--- src/rtl/mem_arbiter_if.sv ---
// Single shared memory port between the arbiter (master) and the memory (slave).
// The memory answers a held request with mem_ready and mem_rdata.
interface mem_arbiter_if #(
    parameter int WIDTH = 32
);
    logic             mem_req;
    logic             mem_we;
    logic [2:0]       mem_size;
    logic [WIDTH-1:0] mem_addr;
    logic [WIDTH-1:0] mem_wdata;
    logic [WIDTH-1:0] mem_rdata;
    logic             mem_ready;

    modport master (
        output mem_req, mem_we, mem_size, mem_addr, mem_wdata,
        input  mem_rdata, mem_ready
    );

    modport slave (
        input  mem_req, mem_we, mem_size, mem_addr, mem_wdata,
        output mem_rdata, mem_ready
    );
endinterface

--- src/rtl/mem_arbiter.sv ---
// Arbitrates instruction fetch and data accesses onto one memory port. Data wins ties.
// Each access has a bounded wait; an expired access returns zero and raises a sticky error.
module mem_arbiter #(
    parameter int WIDTH   = 32,
    parameter int TIMEOUT = 15
) (
    input  logic             clk,
    input  logic             rst,
    input  logic             if_req,
    input  logic [WIDTH-1:0] if_addr,
    output logic [WIDTH-1:0] if_rdata,
    output logic             if_valid,
    input  logic             flush_F,
    input  logic             dm_req,
    input  logic             dm_we,
    input  logic [2:0]       dm_size,
    input  logic [WIDTH-1:0] dm_addr,
    input  logic [WIDTH-1:0] dm_wdata,
    output logic [WIDTH-1:0] dm_rdata,
    output logic             dm_valid,
    mem_arbiter_if.master    mem,
    output logic             stall_F,
    output logic             stall_M,
    output logic             timeout_err
);
    localparam int CW = $clog2(TIMEOUT + 1);

    typedef enum logic [1:0] {IDLE, I_WAIT, D_WAIT} state_t;

    state_t           state_q, state_d;
    logic [WIDTH-1:0] addr_q, addr_d;
    logic [WIDTH-1:0] wdata_q, wdata_d;
    logic             we_q, we_d;
    logic [2:0]       size_q, size_d;
    logic [CW-1:0]    cnt_q, cnt_d;
    logic             drop_q, drop_d;
    logic             err_q, err_d;
    logic [WIDTH-1:0] if_rdata_q, if_rdata_d;
    logic [WIDTH-1:0] dm_rdata_q, dm_rdata_d;
    logic             if_valid_q, if_valid_d;
    logic             dm_valid_q, dm_valid_d;

    logic d_ok, i_ok, timed_out, done, busy;

    // A requester still seeing its own completion pulse is not asking for a new access.
    assign d_ok      = dm_req & ~dm_valid_q;
    assign i_ok      = if_req & ~if_valid_q;
    assign timed_out = ~mem.mem_ready & (cnt_q == CW'(TIMEOUT - 1));
    assign done      = mem.mem_ready | timed_out;

    always_comb begin
        // NOTE: every variable gets its default first, so no path through the case leaves one unassigned and infers a latch.
        state_d    = state_q;
        addr_d     = addr_q;
        wdata_d    = wdata_q;
        we_d       = we_q;
        size_d     = size_q;
        cnt_d      = cnt_q;
        drop_d     = drop_q;
        err_d      = err_q;
        if_rdata_d = if_rdata_q;
        dm_rdata_d = dm_rdata_q;
        if_valid_d = 1'b0;
        dm_valid_d = 1'b0;

        case (state_q)
            IDLE: begin
                cnt_d  = '0;
                drop_d = 1'b0;
                if (d_ok) begin
                    state_d = D_WAIT;
                    addr_d  = dm_addr;
                    wdata_d = dm_wdata;
                    we_d    = dm_we;
                    size_d  = dm_size;
                end else if (i_ok) begin
                    state_d = I_WAIT;
                    addr_d  = if_addr;
                    wdata_d = '0;
                    we_d    = 1'b0;
                    size_d  = 3'b100;
                end
            end

            I_WAIT: begin
                if (flush_F) drop_d = 1'b1;
                if (done) begin
                    state_d = IDLE;
                    drop_d  = 1'b0;
                    err_d   = err_q | timed_out;
                    // A fetch flushed at any point of its wait, including the last cycle, never returns.
                    if (!(drop_q || flush_F)) begin
                        if_valid_d = 1'b1;
                        if_rdata_d = mem.mem_ready ? mem.mem_rdata : '0;
                    end
                end else begin
                    cnt_d = cnt_q + CW'(1);
                end
            end

            D_WAIT: begin
                if (done) begin
                    state_d    = IDLE;
                    err_d      = err_q | timed_out;
                    dm_valid_d = 1'b1;
                    dm_rdata_d = mem.mem_ready ? mem.mem_rdata : '0;
                end else begin
                    cnt_d = cnt_q + CW'(1);
                end
            end

            default: state_d = IDLE;
        endcase
    end

    // NOTE: read-data registers are reset along with control, since their value is visible to the pipeline from the first cycle.
    always_ff @(posedge clk or negedge rst) begin
        if (!rst) begin
            state_q    <= IDLE;
            addr_q     <= '0;
            wdata_q    <= '0;
            we_q       <= 1'b0;
            size_q     <= 3'b000;
            cnt_q      <= '0;
            drop_q     <= 1'b0;
            err_q      <= 1'b0;
            if_rdata_q <= '0;
            dm_rdata_q <= '0;
            if_valid_q <= 1'b0;
            dm_valid_q <= 1'b0;
        end else begin
            // NOTE: non-blocking assignments so every flop samples the pre-edge values of the others.
            state_q    <= state_d;
            addr_q     <= addr_d;
            wdata_q    <= wdata_d;
            we_q       <= we_d;
            size_q     <= size_d;
            cnt_q      <= cnt_d;
            drop_q     <= drop_d;
            err_q      <= err_d;
            if_rdata_q <= if_rdata_d;
            dm_rdata_q <= dm_rdata_d;
            if_valid_q <= if_valid_d;
            dm_valid_q <= dm_valid_d;
        end
    end

    assign busy          = (state_q != IDLE);
    assign mem.mem_req   = busy;
    assign mem.mem_we    = busy & we_q;
    assign mem.mem_size  = busy ? size_q : 3'b000;
    assign mem.mem_addr  = busy ? addr_q : '0;
    assign mem.mem_wdata = busy ? wdata_q : '0;

    assign if_rdata    = if_rdata_q;
    assign dm_rdata    = dm_rdata_q;
    assign if_valid    = if_valid_q;
    assign dm_valid    = dm_valid_q;
    assign timeout_err = err_q;
    assign stall_M     = dm_req & ~dm_valid_q;
    assign stall_F     = (if_req & ~if_valid_q) | stall_M;
endmodule

--- src/flat_wrapper.sv ---
// flat-port wrapper written by rule: the top's interface ports become plain ports
module mem_arbiter_flat 
#(
    parameter int WIDTH   = 32,
    parameter int TIMEOUT = 15
)
  (clk, rst, if_req, if_addr, if_rdata, if_valid, flush_F, dm_req, dm_we, dm_size, dm_addr, dm_wdata, dm_rdata, dm_valid, stall_F, stall_M, timeout_err, mem_mem_req, mem_mem_we, mem_mem_size, mem_mem_addr, mem_mem_wdata, mem_mem_rdata, mem_mem_ready);
  mem_arbiter_if #(.WIDTH(WIDTH)) mem_i ();
  input  logic clk;
  input  logic rst;
  input  logic if_req;
  input  logic [WIDTH-1:0] if_addr;
  output logic [WIDTH-1:0] if_rdata;
  output logic if_valid;
  input  logic flush_F;
  input  logic dm_req;
  input  logic dm_we;
  input  logic [2:0] dm_size;
  input  logic [WIDTH-1:0] dm_addr;
  input  logic [WIDTH-1:0] dm_wdata;
  output logic [WIDTH-1:0] dm_rdata;
  output logic dm_valid;
  output logic stall_F;
  output logic stall_M;
  output logic timeout_err;
  output wire logic [$bits(mem_i.mem_req)-1:0] mem_mem_req;
  output wire logic [$bits(mem_i.mem_we)-1:0] mem_mem_we;
  output wire logic [$bits(mem_i.mem_size)-1:0] mem_mem_size;
  output wire logic [$bits(mem_i.mem_addr)-1:0] mem_mem_addr;
  output wire logic [$bits(mem_i.mem_wdata)-1:0] mem_mem_wdata;
  input wire logic [$bits(mem_i.mem_rdata)-1:0] mem_mem_rdata;
  input wire logic [$bits(mem_i.mem_ready)-1:0] mem_mem_ready;
  assign mem_mem_req = mem_i.mem_req;
  assign mem_mem_we = mem_i.mem_we;
  assign mem_mem_size = mem_i.mem_size;
  assign mem_mem_addr = mem_i.mem_addr;
  assign mem_mem_wdata = mem_i.mem_wdata;
  assign mem_i.mem_rdata = mem_mem_rdata;
  assign mem_i.mem_ready = mem_mem_ready;
  mem_arbiter #(.WIDTH(WIDTH), .TIMEOUT(TIMEOUT)) u_core (.clk(clk), .rst(rst), .if_req(if_req), .if_addr(if_addr), .if_rdata(if_rdata), .if_valid(if_valid), .flush_F(flush_F), .dm_req(dm_req), .dm_we(dm_we), .dm_size(dm_size), .dm_addr(dm_addr), .dm_wdata(dm_wdata), .dm_rdata(dm_rdata), .dm_valid(dm_valid), .mem(mem_i), .stall_F(stall_F), .stall_M(stall_M), .timeout_err(timeout_err));
endmodule
--- config.mk ---
export PLATFORM = sky130hd
export DESIGN_NAME = mem_arbiter_flat
export DESIGN_NICKNAME = d
export VERILOG_FILES = /design/src/rtl/mem_arbiter_if.sv /design/src/rtl/mem_arbiter.sv /design/src/flat_wrapper.sv
export SDC_FILE = /design/constraint.sdc
export NUM_CORES = 1
export LEC_CHECK = 0
export BUFFER_PORTS_ARGS = -buffer_cell sky130_fd_sc_hd__buf_2
export CAP_MARGIN = 15
export CORE_MARGIN = 4
export CORE_UTILIZATION = 40
export DETAILED_ROUTE_END_ITERATION = 8
export PLACE_DENSITY = 0.69
export SYNTH_ARGS = -nofsm -noshare
export SYNTH_HDL_FRONTEND = slang
export SYNTH_SLANG_ARGS = --single-unit
--- constraint.sdc ---
create_clock -name clk -period 3.84 [get_ports clk]
set_input_delay 0.384 -clock clk [delete_from_list [all_inputs] [get_ports clk]]
set_output_delay 0.384 -clock clk [all_outputs]
set_load 0.01 [all_outputs]
Word level (Yosys, flattened, before mapping)
Cells that the tools add are included.
- register bits after elaboration: 142
- logic and storage cells: 71
- input port bits: 138
- output and inout bits: 138
- add/sub/neg operators: 1
- reductions and logical operators: 14
- eq/ne operators: 7
- bitwise gates (word level): 11
- muxes and demuxes: 26
- operators with widths (operator ; count):
    $mux 32 ; 7
    $reduce_and 2->1 ; 6
    $mux 1 ; 9
    $mux 3 ; 3
    $pmux 4 s2 ; 1
    $reduce_bool 2->1 ; 4
    $mux 2 ; 3
    $add 4x1->4 const B ; 1
    $and 1x1->1 ; 4
    $eq 4x4->1 const B ; 1
    $mux 4 ; 1
    $not 1->1 ; 4
    $pmux 2 s2 ; 1
    $ne 3x1->1 const B ; 1
    $ne 3x2->1 const B ; 1
    $or 1x1->1 ; 3
    $reduce_and 3->1 ; 1
    $eq 2x1->1 const B ; 1
    $eq 2x2->1 const B ; 1
    $logic_not 2->1 ; 1
    $ne 2x1->1 const B ; 1
    $ne 2x2->1 const B ; 1
    $pmux 1 s2 ; 1
    $reduce_or 2->1 ; 1
    $logic_or 1x1->1 ; 1

Longest topological paths before layout
- word-level depth: 5
- depth in mapped cells: 8
- gate-level depth less buffers: 5

Worst setup path after synthesis
OpenSTA, ideal clock, no wires.
- path type: register to register
- from: register u_core.state_q[0]
- to: register u_core.addr_q[10]
- path buffers: 2
- stages on the path, launching flop included: 8
- library setup time: 0.125 ns
- data arrival time: 1.478 ns
- slack: 2.237 ns
- required time: 3.715 ns
- clock period less this slack: 1.603 ns
- cells stage by stage: dfrtp_1 inv_1 ha_1 buf_4 inv_4 a21o_4 buf_2 mux2_2
- longest elaborated chain between the ends: 2
- ends and longest elaborated chain (item ; RTL line ; source):
    start, declared ; mem_arbiter.sv:30 ; state_t state_q, state_d;
    start signal, assigned ; mem_arbiter.sv:133 ; state_q <= state_d;
    $logic_not 2->1 ; mem_arbiter.sv:66 ; case (state_q)
    $reduce_and 2->1 (no source line) ; - ;
    end signal, assigned ; mem_arbiter.sv:134 ; addr_q <= addr_d;
    end, declared ; mem_arbiter.sv:31 ; logic [WIDTH-1:0] addr_q, addr_d;
No other way between the ends.
A chain may end at the register's enable or synchronous reset.

Worst setup path after layout
- from: register u_core.state_q[0]
- to: output port mem_mem_wdata[3]
- longest elaborated chain between the ends: 2
- ends and longest elaborated chain (item ; RTL line ; source):
    $reduce_bool 2->1 ; mem_arbiter.sv:148 ; assign busy = (state_q != IDLE);
    $mux 32 ; mem_arbiter.sv:153 ; assign mem.mem_wdata = busy ? wdata_q : '0;
    end, declared ; flat_wrapper.sv:30 ; output wire logic [$bits(mem_i.mem_wdata)-1:0] mem_mem_wdata;
No other way between the ends.

==> impl_metrics.toml <==
[status]
status = "complete, no violations"

[synthesis]
syn-instance-count = 464
synthDistinctLibCells = 37
ys_seq_area_share_pct = 56.4
synth-edff-count = 0
yosys_most_used_dff = "dfrtp_1"
syn-cell-area_um2 = 6300
yosysWarningCount = 0
synth_seq_cells = 142
yosysMostFrequentCell = "dfrtp_1"
synth_top_area_share_pct = 56.4
syn_area_per_cell_um2 = 13.6
synth_area_leaders = "dfrtp_1, a22o_1, mux2_4"
synth_top_area_cell = "dfrtp_1"
synth_commonest_cells = "dfrtp_1, a22o_1, nor2b_1"
synthArstFlopShare_pct = 100
syn-num-nets = 608

[setup_path]
r2r-end = "u_core.addr_q[6]"
worstPathRequired_ns = 3.46
startpoint_type = "register"
startpoint = "u_core.state_q[0]"
rrSetupSlack_ns = 1.68
reg2reg_from = "u_core.state_q[0]"
endpoint_kind = "output port"
critPathArrivalTime_ns = 2.29
critPathKind = "reg2out"
cp_max_fo = 45
ff2ff_path_depth = 5

[drt]
wl_per_cell_um = 17.5
routed_via_density = 5.03
routed_wl_mm = 16.8
drc = 0
ant_nets = 0
drt_pre_antenna_iters = 6
first_iter_violations = 173
vias = 4809

[worst_hold_path]
hold_depth = 2
hold_path_class = "in2reg"
holdCritStartpoint = "flush_F"
min_to = "u_core.if_valid"

[timing]
final_max_slew_viol_count = 0
holdWs_ns = 0.167
rsz0062_at_grt = "no"
min_period_over_period_pct = 69.6
hold_viol_final = 0
setup_violations = 0
tns_ns = 0
fmax_mhz = 374
finalCriticalPeriod_ns = 2.67
max_slew_margin_pct = 50.0
skew_ns = 0.00893
tightest_slew_ns = 0.751

[global_route]
grt.overflow.total = 0
grt_pass1_wl_mm = 26.6
grt_start_max_net_pins = 121
antenna_found_initial = 1
grt_pass1_vias = 5099
grtUsageTotal_pct = 18.8

[clock_tree]
cts_sinks = 142
cts_max_level = 4
insertion_delay_ns = 0.42
cts_buffers = 17
cts_resized = 0
cts.clk_slew.worst_paths_ns = 0.06
tritoncts = "built"
clock-root-buffer = "clkbuf_16"
cts_buffer_depth = 2

[job]
drv_cap = 0

[placed_design]
place_congestion = 0.839
place_hpwl_mm = 11.9
io_buffers = 275

[power]
power_frac_clock_pct = 23.5
p_int_uw = 4540
pwr-share-seq_pct = 36.6
comb_power_share_pct = 39.9
p_leak_uw = 0.00445
p_per_area_nw_per_um2 = 822
ir_drop_v = 0.000387
p_switching_uw = 2400
sw_frac_of_total_pct = 34.6

[floorplanning]
start_util_pct = 41.2
die_w_um = 134
core_um2 = 15300
io-pin-count = 276
dieArea_um2 = 17800
die_height_um = 134
placementRows = 45

[finish]
fill_cells = 1307
nets = 876
areaGrowthSynthToFinish_pct = 34.0
drive_above_1_share_pct = 51.9
[placed cells by master (no fill, tap or decap), drive strengths merged, types with 2 or more instances in the layout]
master,n
a22o,99
nor2,4
dfrtp,142
mux2,64
nand2,9
a21o,3
ha,6
nor2b,68
nand2b,4
a22oi,2
mux2i,2
buf,283
bufinv,2
clkinv,6
a21oi,3
clkinvlp,3
inv,10
and3,2
and2,2
clkbuf,19
[logic make-up after synthesis]
| logic type | after synthesis | synth area share (%) |
|---|---|---|
| compound gates | 113 | 15.5 |
| fa+ha+maj | 6 | 1.19 |
| buf+inv | 43 | 4.23 |
| simple gates | 94 | 9.19 |
| flops | 142 | 56.4 |
| mux | 66 | 13.5 |
[routing by layer]
metal | wire length [um] | GRT usage (%)
met4 | 461 | 8.17
met2 | 8530 | 31.4
met1 | 6780 | 22.9
met3 | 979 | 4.95
met5 | 0 | 0
[flip-flops by register name (all words and copies together), names as in the netlist]
signal	count
u_core.dm_valid	1
u_core.drop_q	1
u_core.state_q	2
u_core.size_q	3
u_core.wdata_q	32
u_core.timeout_err	1
u_core.addr_q	32
u_core.cnt_q	4
u_core.if_valid	1
u_core.dm_rdata	32
u_core.if_rdata	32
u_core.we_q	1
[worst max-delay path by stage]
stage | slack, ns | end
after floorplan | 2.24 | u_core.addr_q[10]
after global placement | 1.64 | u_core.dm_rdata[18]
after detailed placement | 1.55 | mem_mem_addr[23]
after CTS | 1.09 | mem_mem_addr[29]
after global routing | 0.94 | mem_mem_addr[20]
final | 1.17 | mem_mem_wdata[3]
[cell type report]
class | count | area [um^2] | area share (%)
diodes | 1 | 2.50 | 0.0296
well taps | 211 | 264 | 3.13
multi-input cells | 279 | 2480 | 29.4
clock inverters | 13 | 138 | 1.63
clock buffers | 19 | 453 | 5.36
repair buffers | 284 | 1510 | 17.9
flip-flops and latches | 142 | 3550 | 42.1
inverters | 8 | 37.5 | 0.444
[through the flow]
stage | power (uW) | instance area (um^2) | utilization, % | setup slack, ns | std cells
after global routing | 7380 | 8450 | 55.1 | 0.939 | 957
after CTS | 7010 | 8350 | 54.5 | 1.09 | 952
after detailed placement | 5340 | 7760 | 50.7 | 1.55 | 920
final | 6940 | 8450 | 55.1 | 1.17 | 957
after global placement | 5260 | 7760 | 50.7 | 1.64 | 920
after floorplan | 4290 | 6300 | - | 2.24 | 464
[power by group through the flow]
stage                     clock, uW  combinational, uW  sequential [uW]
after floorplan                   0               1700             2590
after global placement            0               2720             2540
after detailed placement          0               2790             2550
after CTS                      1670               2800             2540
after global routing           1740               3020             2620
final                          1630               2770             2540
[critical path, cell delays in order, from the launching register on]
cell and delay (ns):
dfrtp_1 0.42, inv_1 0.10, ha_2 0.58, buf_4 0.50, nor2b_1 0.10, buf_2 0.16
[timing repair]
item	4_1_cts	5_1_grt
hold buffers	0	1
hold endpoints to repair	0	15
setup buffers	0	0
Power figures use the tool's default switching activity.
